### src/rtl/ma_pkg.sv
// Shared defaults and types for the moving-average sample transmit path.
package ma_pkg;

  localparam int unsigned MA_DATA_W  = 8;
  localparam int unsigned MA_DEPTH   = 4;
  localparam int unsigned MA_DIV_W   = 8;
  localparam int unsigned MA_LEVEL_W = $clog2(MA_DEPTH) + 1;

  typedef logic [MA_DATA_W-1:0] sample_t;

endpackage

### src/rtl/ma_sample_fifo.sv
// Synchronous FIFO with a dedicated occupancy counter; head is read combinationally.
module ma_sample_fifo
  import ma_pkg::*;
#(
  parameter int unsigned DATA_W = MA_DATA_W,
  parameter int unsigned DEPTH  = MA_DEPTH
) (
  input  logic                     clk,
  input  logic                     rst,
  input  logic                     push,
  input  logic [DATA_W-1:0]        wdata,
  input  logic                     pop,
  output logic [DATA_W-1:0]        rdata,
  output logic                     full,
  output logic                     empty,
  output logic [$clog2(DEPTH):0]   level
);

  localparam int unsigned AW = $clog2(DEPTH);
  localparam int unsigned LW = AW + 1;

  logic [DATA_W-1:0] mem_q [DEPTH];
  logic [DATA_W-1:0] mem_d [DEPTH];
  logic [AW-1:0]     wr_ptr_q, wr_ptr_d;
  logic [AW-1:0]     rd_ptr_q, rd_ptr_d;
  logic [LW-1:0]     count_q, count_d;
  logic              do_push, do_pop;

  assign full    = (count_q == LW'(DEPTH));
  assign empty   = (count_q == '0);
  assign level   = count_q;
  assign rdata   = mem_q[rd_ptr_q];
  assign do_push = push && !full;
  assign do_pop  = pop && !empty;

  // Pointers wrap naturally because DEPTH is a power of two.
  always_comb begin
    mem_d    = mem_q;
    wr_ptr_d = wr_ptr_q;
    rd_ptr_d = rd_ptr_q;
    count_d  = count_q;
    if (do_push) begin
      mem_d[wr_ptr_q] = wdata;
      wr_ptr_d        = wr_ptr_q + AW'(1);
    end
    if (do_pop) begin
      rd_ptr_d = rd_ptr_q + AW'(1);
    end
    case ({do_push, do_pop})
      2'b10:   count_d = count_q + LW'(1);
      2'b01:   count_d = count_q - LW'(1);
      default: count_d = count_q;
    endcase
  end

  always_ff @(posedge clk or posedge rst) begin
    if (rst) begin
      mem_q    <= '{default: '0};
      wr_ptr_q <= '0;
      rd_ptr_q <= '0;
      count_q  <= '0;
    end else begin
      mem_q    <= mem_d;
      wr_ptr_q <= wr_ptr_d;
      rd_ptr_q <= rd_ptr_d;
      count_q  <= count_d;
    end
  end

endmodule

### src/rtl/ma_sample_tx.sv
// Paced sample transmitter: pops one FIFO entry every div+1 enabled cycles.
module ma_sample_tx
  import ma_pkg::*;
#(
  parameter int unsigned DATA_W = MA_DATA_W,
  parameter int unsigned DEPTH  = MA_DEPTH,
  parameter int unsigned DIV_W  = MA_DIV_W
) (
  input  logic                   clk,
  input  logic                   rst,
  input  logic                   ena,
  input  logic [DIV_W-1:0]       div,
  input  logic [DATA_W-1:0]      in_data,
  input  logic                   in_valid,
  output logic                   in_ready,
  output logic [DATA_W-1:0]      sample_out,
  output logic                   sample_strobe,
  output logic [$clog2(DEPTH):0] level,
  output logic                   busy
);

  logic [DIV_W-1:0]  cnt_q, cnt_d;
  logic [DATA_W-1:0] sample_q, sample_d;
  logic              strobe_q, strobe_d;
  logic              fifo_full, fifo_empty;
  logic [DATA_W-1:0] fifo_head;
  logic              push, pop;

  assign in_ready = !fifo_full;
  assign push     = in_valid && in_ready;
  // Pop decision uses pre-edge occupancy, so a same-edge push is never popped.
  assign pop      = ena && (cnt_q == '0) && !fifo_empty;

  ma_sample_fifo #(
    .DATA_W(DATA_W),
    .DEPTH (DEPTH)
  ) u_fifo (
    .clk  (clk),
    .rst  (rst),
    .push (push),
    .wdata(in_data),
    .pop  (pop),
    .rdata(fifo_head),
    .full (fifo_full),
    .empty(fifo_empty),
    .level(level)
  );

  always_comb begin
    cnt_d    = cnt_q;
    sample_d = sample_q;
    strobe_d = 1'b0;
    if (ena) begin
      if (cnt_q != '0) begin
        cnt_d = cnt_q - DIV_W'(1);
      end else if (!fifo_empty) begin
        cnt_d    = div;
        sample_d = fifo_head;
        strobe_d = 1'b1;
      end
    end
  end

  always_ff @(posedge clk or posedge rst) begin
    if (rst) begin
      cnt_q    <= '0;
      sample_q <= '0;
      strobe_q <= 1'b0;
    end else begin
      cnt_q    <= cnt_d;
      sample_q <= sample_d;
      strobe_q <= strobe_d;
    end
  end

  assign sample_out    = sample_q;
  assign sample_strobe = strobe_q;
  assign busy          = (level != '0) || (cnt_q != '0);

endmodule

### config.mk
export PLATFORM = sky130hd
export DESIGN_NAME = ma_sample_tx
export DESIGN_NICKNAME = d
export VERILOG_FILES = /design/src/rtl/ma_pkg.sv /design/src/rtl/ma_sample_fifo.sv /design/src/rtl/ma_sample_tx.sv
export SDC_FILE = /design/constraint.sdc
export NUM_CORES = 1
export LEC_CHECK = 0
export ABC_AREA = 1
export CORE_UTILIZATION = 50
export CTS_BUF_LIST = sky130_fd_sc_hd__clkbuf_8 sky130_fd_sc_hd__clkbuf_16
export CTS_CLUSTER_SIZE = 16
export DETAILED_ROUTE_END_ITERATION = 12
export HOLD_SLACK_MARGIN = 0.12
export MAX_ROUTING_LAYER = met4
export PLACE_DENSITY = 0.75
export SETUP_SLACK_MARGIN = 0.05
export SLEW_MARGIN = 25
export SYNTH_ARGS = -nofsm -noshare
export SYNTH_HDL_FRONTEND = slang
export SYNTH_SLANG_ARGS = --single-unit
### constraint.sdc
create_clock -name clk -period 2 [get_ports clk]
set_input_delay 0.5 -clock clk [delete_from_list [all_inputs] [get_ports clk]]
set_output_delay 0.5 -clock clk [all_outputs]
set_load 0.1 [all_outputs]
* After elaboration in Yosys (flattened, before gate mapping)
Index checks and enable logic that the tools add are counted.
** Operators by class
- Add/subtract/negate cells :: 5
- $lt $le $gt $ge :: 3
- Equal/unequal tests :: 4
- Multiplexer cells :: 12
- Bitwise operators :: 4
- Reduce and logical (&&, ||, !) cells :: 16
** Operators by type and width (number)
- $mux W8 :: 5
- $bwmux W32 :: 1
- $bmux W8 S2 :: 1
- $demux W8 S2 :: 1
- $logic_not A8 Y1 :: 1
- $reduce_bool A8 Y1 :: 1
- $sub A8 B1 Y8 const B :: 1
- $ge A3 B3 Y1 const B :: 2
- $logic_and A1 B1 Y1 :: 6
- $not A2 Y3 :: 2
- $pmux W3 S2 :: 1
- $add A2 B1 Y2 const B :: 2
- $add A3 B1 Y3 const B :: 1
- $eq A3 B3 Y1 const B :: 1
- $logic_not A3 Y1 :: 1
- $lt A3 B1 Y1 const B :: 1
- $mux W1 :: 3
- $reduce_and A3 Y1 :: 1
- $reduce_bool A3 Y1 :: 1
- $sub A3 B1 Y3 const B :: 1
- $eq A2 B1 Y1 const B :: 1
- $eq A2 B2 Y1 const B :: 1
- $logic_not A1 Y1 :: 2
- $ne A2 B1 Y1 const B :: 1
- 4 further kinds :: 5
** Word-level totals
- Register bits :: 56
- Input bits :: 20
- Output and inout bits :: 14
- Logic and storage cells :: 54

* Longest topological paths before layout
- Depth in word-level cells :: 6
- Mapped depth :: 12
- Mapped depth without buffers :: 12

* Modules after synthesis
A second synthesis with hierarchy kept.
** Unflattened totals
- Cells, all modules :: 400
- Area total of the unflattened synthesis :: 3088.0 µm²
** Modules (own cells, without submodules)
- ma_sample_fifo :: times used 1, cells an instance 252, area each 2035.7 µm², sequential area each 975.9 µm²
- ma_sample_tx :: times used 1, cells an instance 148, area each 1052.3 µm², sequential area each 425.4 µm²

* Worst setup path after synthesis
OpenSTA, ideal clock, no wires.
- Kind :: reg2reg
- Start :: reg u_fifo.count_q[2], in the netlist u_fifo.level[2]
- End :: reg u_fifo.count_q[2], in the netlist u_fifo.level[2]
- Setup time :: 159 ps
- Data arrival time :: 3300 ps
- Required time :: 1841 ps
- Path slack :: -1459 ps
- Stages on the path, launching flop included :: 9
- Path buffers :: 0
- Period minus slack after synthesis :: 3459 ps
- Cells stage by stage :: dfrtp_1 nand3_1 nand2_2 ha_1 inv_1 fa_1 a21oi_1 o21ai_0 xnor2_1
** Between the ends
- Longest elaborated chain between the ends :: 6
- Elaborated cells on any way between the ends :: 14
- Classes of those cells :: 2 x add/sub; 3 x eq/ne; 1 x mux; 8 x reduce/logical
** Ends and longest elaborated chain
- start: declaration :: RTL line ma_sample_fifo.sv:26 : logic [LW-1:0] count_q, count_d;
- start signal: assignment :: RTL line ma_sample_fifo.sv:66 : count_q <= count_d;
- $eq A3 B3 Y1 * :: RTL line ma_sample_fifo.sv:29 : assign full = (count_q == LW'(DEPTH));
- $logic_not A1 Y1 * :: RTL line ma_sample_tx.sv:29 : assign in_ready = !fifo_full;
- net in_ready :: RTL line ma_sample_tx.sv:15 : output logic in_ready,
- $logic_and A1 B1 Y1 :: RTL line ma_sample_tx.sv:30 : assign push = in_valid && in_ready;
- $logic_and A1 B1 Y1 * :: RTL line ma_sample_fifo.sv:33 : assign do_push = push && !full;
- $eq A2 B1 Y1 or $eq A2 B2 Y1 (tied branches) :: RTL line ma_sample_fifo.sv:49 : case ({do_push, do_pop})
- $pmux W3 S2 or $reduce_bool A2 Y1 (tied branches)
Mark *: on every way through the listed nets, which the timed path passes. The rest lies on a longest branch.
A chain may end at the register's enable or synchronous reset.

* Worst setup path after layout
- Start :: reg cnt_q[1]
- End :: out busy
** Between the ends
- Longest elaborated chain between the ends :: 2
** Ends and longest elaborated chain
- start: declaration :: RTL line ma_sample_tx.sv:22 : logic [DIV_W-1:0] cnt_q, cnt_d;
- start signal: assignment :: RTL line ma_sample_tx.sv:70 : cnt_q <= cnt_d;
- $reduce_bool A8 Y1 :: RTL line ma_sample_tx.sv:78 : assign busy = (level != '0) || (cnt_q != '0);
- $logic_or A1 B1 Y1 :: RTL line ma_sample_tx.sv:78
- end: declaration :: RTL line ma_sample_tx.sv:19 : output logic busy
No other way between the ends.

==> out/metrics.yaml <==
power_and_ir_drop:
  peakVddDrop_mv: 0.7627
  switching_power_w: 0.003105
  clkPwrFrac_pct: 10.1
  p_leak_nw: 1.697
  power.share.sequential_pct: 32.6
  comb_power_share_pct: 57.3
  p_int_w: 0.003330
  swShare_pct: 48.25
  power_density_mw_per_mm2: 1805
sta:
  hold_violations: 0
  fin_ws_ns: 0.003501
  fmaxAchievable_ghz: 0.5009
  hold_ws_ns: 0.4955
  period_share_pct: 99.82
  tightest_slew_ns: 0.3446
  fin_setup_tns_ns: 0
  drv_slew: 0
  setup_viol_count_final: 0
  fin_skew_ns: 0.009307
  max_slew_margin_pct: 77.03
  rsz0062_at_grt: "true"
  period_needed_ns: 1.996
global_route:
  grt.busiest_layer: "met2"
  grt_pass1_wl_mm: 9.646
  grt_overflow: 0
  grt_use_met3_pct: 4.365
  grt_antenna_before_repair: 0
  grt_util_met2_pct: 37.95
  grt_pass1_vias: 2091
  grt_usage_pct: 23.59
  met1_usage_pct: 29.53
  grt_max_degree: 57
critical_path:
  crit_required_ns: 1.50
  start_kind: "register"
  crit_path_end_kind: "output port"
  slowest_stage: "dfrtp_1"
  cp.arrival_ns: 1.50
  crit_fanout: 2
  path_delay_family: "flip-flops"
  r2r_start: "cnt_q[7]"
  crit_type: "reg2out"
  path_buf_inv: 3
  cp_cell_sequence: "inv_2 > ha_4 > buf_6 > nand2_4 > nor2_4 > nand3_4 > buf_12"
  cp-startpoint: "cnt_q[1]"
  cpPeakStageDelay_ns: 0.42
floorplanning:
  die_y_um: 75.76
  rows: 26
  boundaryPins: 34
  core-area_sq_mm: 0.005172
  die_area_sq_mm: 0.005739
  initial_utilization_pct: 52.59
  die_w_um: 75.76
route:
  drc: 0
  drtIter0Drc: 135
  wl_per_cell_um: 13.09
  dr.pass1.iters: 5
  ant_nets: 0
  wl_mm: 5.903
  viasPerCell: 5.118
  vias: 2308
clock_tree:
  clk_path_buf_depth: 2
  clock_sinks: 56
  cts_tree: "done"
  root_buffer: "clkbuf_8"
  cts_buffers: 5
  clk_latency_ns: 0.31
  cts-htree-levels: 2
  hold_buffers: 0
  clk_pin_slew_ns: 0.11
placed_design:
  dpl_worst_slack_ns: -0.1354
  dp_hpwl_mm: 4.117
  globalplace.congestion: 0.8696
  portBuffers: 33
layout:
  finalCoreUtilization_pct: 68.94
  diodes: 0
  final_nets: 408
  layout-area-overhead-vs-synth_pct: 31.09
  drive_gt1_share_pct: 20.73
synth:
  synthDistinctLibCells: 26
  ys.flop_type: "dfrtp_1"
  seq_area_frac_synth_pct: 51.52
  synthCells: 328
  ys_ff_latch: 56
  yosys_warnings: 0
  synth_area_sq_mm: 0.002720
  synth_edf_count: 0
  syn_nets: 356
  async_flop_share_pct: 100.0
  avgSynthCellArea_sq_um: 8.293
job:
  max_cap_viol_count: 0
run_status:
  status: "finished clean"
worst_hold_path:
  hold_start: "u_fifo.mem_q[8]"
  worst_hold_path_type: "reg2reg"
repair_timing:
action	in CTS	in global routing
gates resized for setup	10	2
pin swaps	3	4
endpoints found under the setup margin	2	3
setup buffers	5	1
cells in the mapped netlist, types with 2 or more instances:
library cell | count | area (sq um)
nand2_1 | 72 | 270.3
nor2_1 | 57 | 214.0
dfrtp_1 | 56 | 1401
o21ai_1 | 36 | 180.2
o21ai_0 | 23 | 115.1
inv_1 | 20 | 75.07
nand3_1 | 11 | 55.05
o22ai_1 | 8 | 50.05
buf_2 | 7 | 35.03
ha_1 | 7 | 87.58
inv_2 | 6 | 22.52
nand2_2 | 6 | 37.54
nand2_4 | 2 | 22.52
nand3b_1 | 2 | 15.01
nor2_4 | 2 | 22.52
xnor2_1 | 2 | 17.52
xor2_1 | 2 | 17.52
metrics by stage:
| step | std cells | instance area (sq um) | power (W) |
|---|---|---|---|
| finish | 451 | 3566 | 0.006435 |
| global route | 451 | 3566 | 0.006865 |
| CTS | 450 | 3553 | 0.006428 |
| detailed placement | 437 | 3386 | 0.005631 |
| global placement | 437 | 3386 | 0.005523 |
| floorplan | 328 | 2769 | 0.004447 |
path summary, 6_finish.rpt:
check | endpoint | slack (ns) | depth (start not counted)
setup reg to reg | u_fifo.level[2] | 0.07 | 11
min in group asynchronous | cnt_q[0] | 0.54 | 3
max in group asynchronous | u_fifo.level[2] | 1.21 | 3
hold reg to reg | u_fifo.mem_q[8] | 0.50 | 2
hold / removal | u_fifo.mem_q[8] | 0.50 | 2
setup / recovery | busy | 0.004 | 7
per-layer routing:
metal | share of wire [%] | vias up
met5 | 0 | -
li1 | - | 1158
met3 | 3.3 | 4
met4 | 1.1 | 0
met2 | 51 | 50
met1 | 45 | 1096
layout by cell type (no fill, tap or decap), types with 2 or more instances in the layout:
cell              n
dfrtp_2           3
xor2_1            2
nand3_4           2
ha_4              2
buf_4            19
clkbuf_8          5
nor2_4            3
inv_1            16
inv_2             9
buf_12           14
nor2_2            2
ha_1              5
xnor2_1           2
nand2_2           5
nand3_1           9
o21ai_1          38
o21ai_0          21
dfrtp_1          53
nor2_1           54
inv_4             2
clkdlybuf4s50_1  19
o22ai_1           8
nand3b_1          2
nand2_1          71
nand2_4           4
logic make-up after synthesis:
kind of cell | after synthesis | share of synthesized area, %
adder cells (fa/ha/maj) | 8 | 3.956
AO/OA/AOI/OAI | 69 | 13.29
flip-flops | 56 | 51.52
XOR/XNOR | 4 | 1.288
AND/OR/NAND/NOR | 155 | 24.24
buffers and inverters | 36 | 5.703
sequential cells by signal, indices dropped and copies added (netlist names):
signal	flops
cnt_q	8
u_fifo.wr_ptr_q	2
u_fifo.rd_ptr_q	2
u_fifo.level	3
sample_out	8
sample_strobe	1
u_fifo.mem_q	32
worst reg2reg max path: stages (launching register included):
cell	delay, ns
dfrtp_1	0.43
nor2_1	0.19
nand2_1	0.12
nor2_4	0.10
nand3_2	0.08
clkinv_2	0.07
ha_4	0.12
inv_2	0.04
fa_2	0.33
a21oi_1	0.12
o21ai_1	0.09
xnor2_1	0.12
cell type report:
class                           instances  area [sq um]
Clock inverter                          3         27.53
Tap cell                               70         87.58
Timing Repair Buffer                   53         624.3
Clock buffer                            5         68.82
Fill cell                             384          1607
Sequential cell                        56          1405
Inverter                               28         111.4
Multi-Input combinational cell        236          1241
power groups by stage:
stage / clock network [W] / registers (W) / logic, W
after floorplan: 0 / 0.00280 / 0.00165
after global placement: 0 / 0.00208 / 0.00344
after detailed placement: 0 / 0.00211 / 0.00352
after CTS: 0.000670 / 0.00209 / 0.00367
after global routing: 0.000706 / 0.00216 / 0.00400
final: 0.000650 / 0.00210 / 0.00369
No activity file was read; power rests on OpenSTA's default activity.
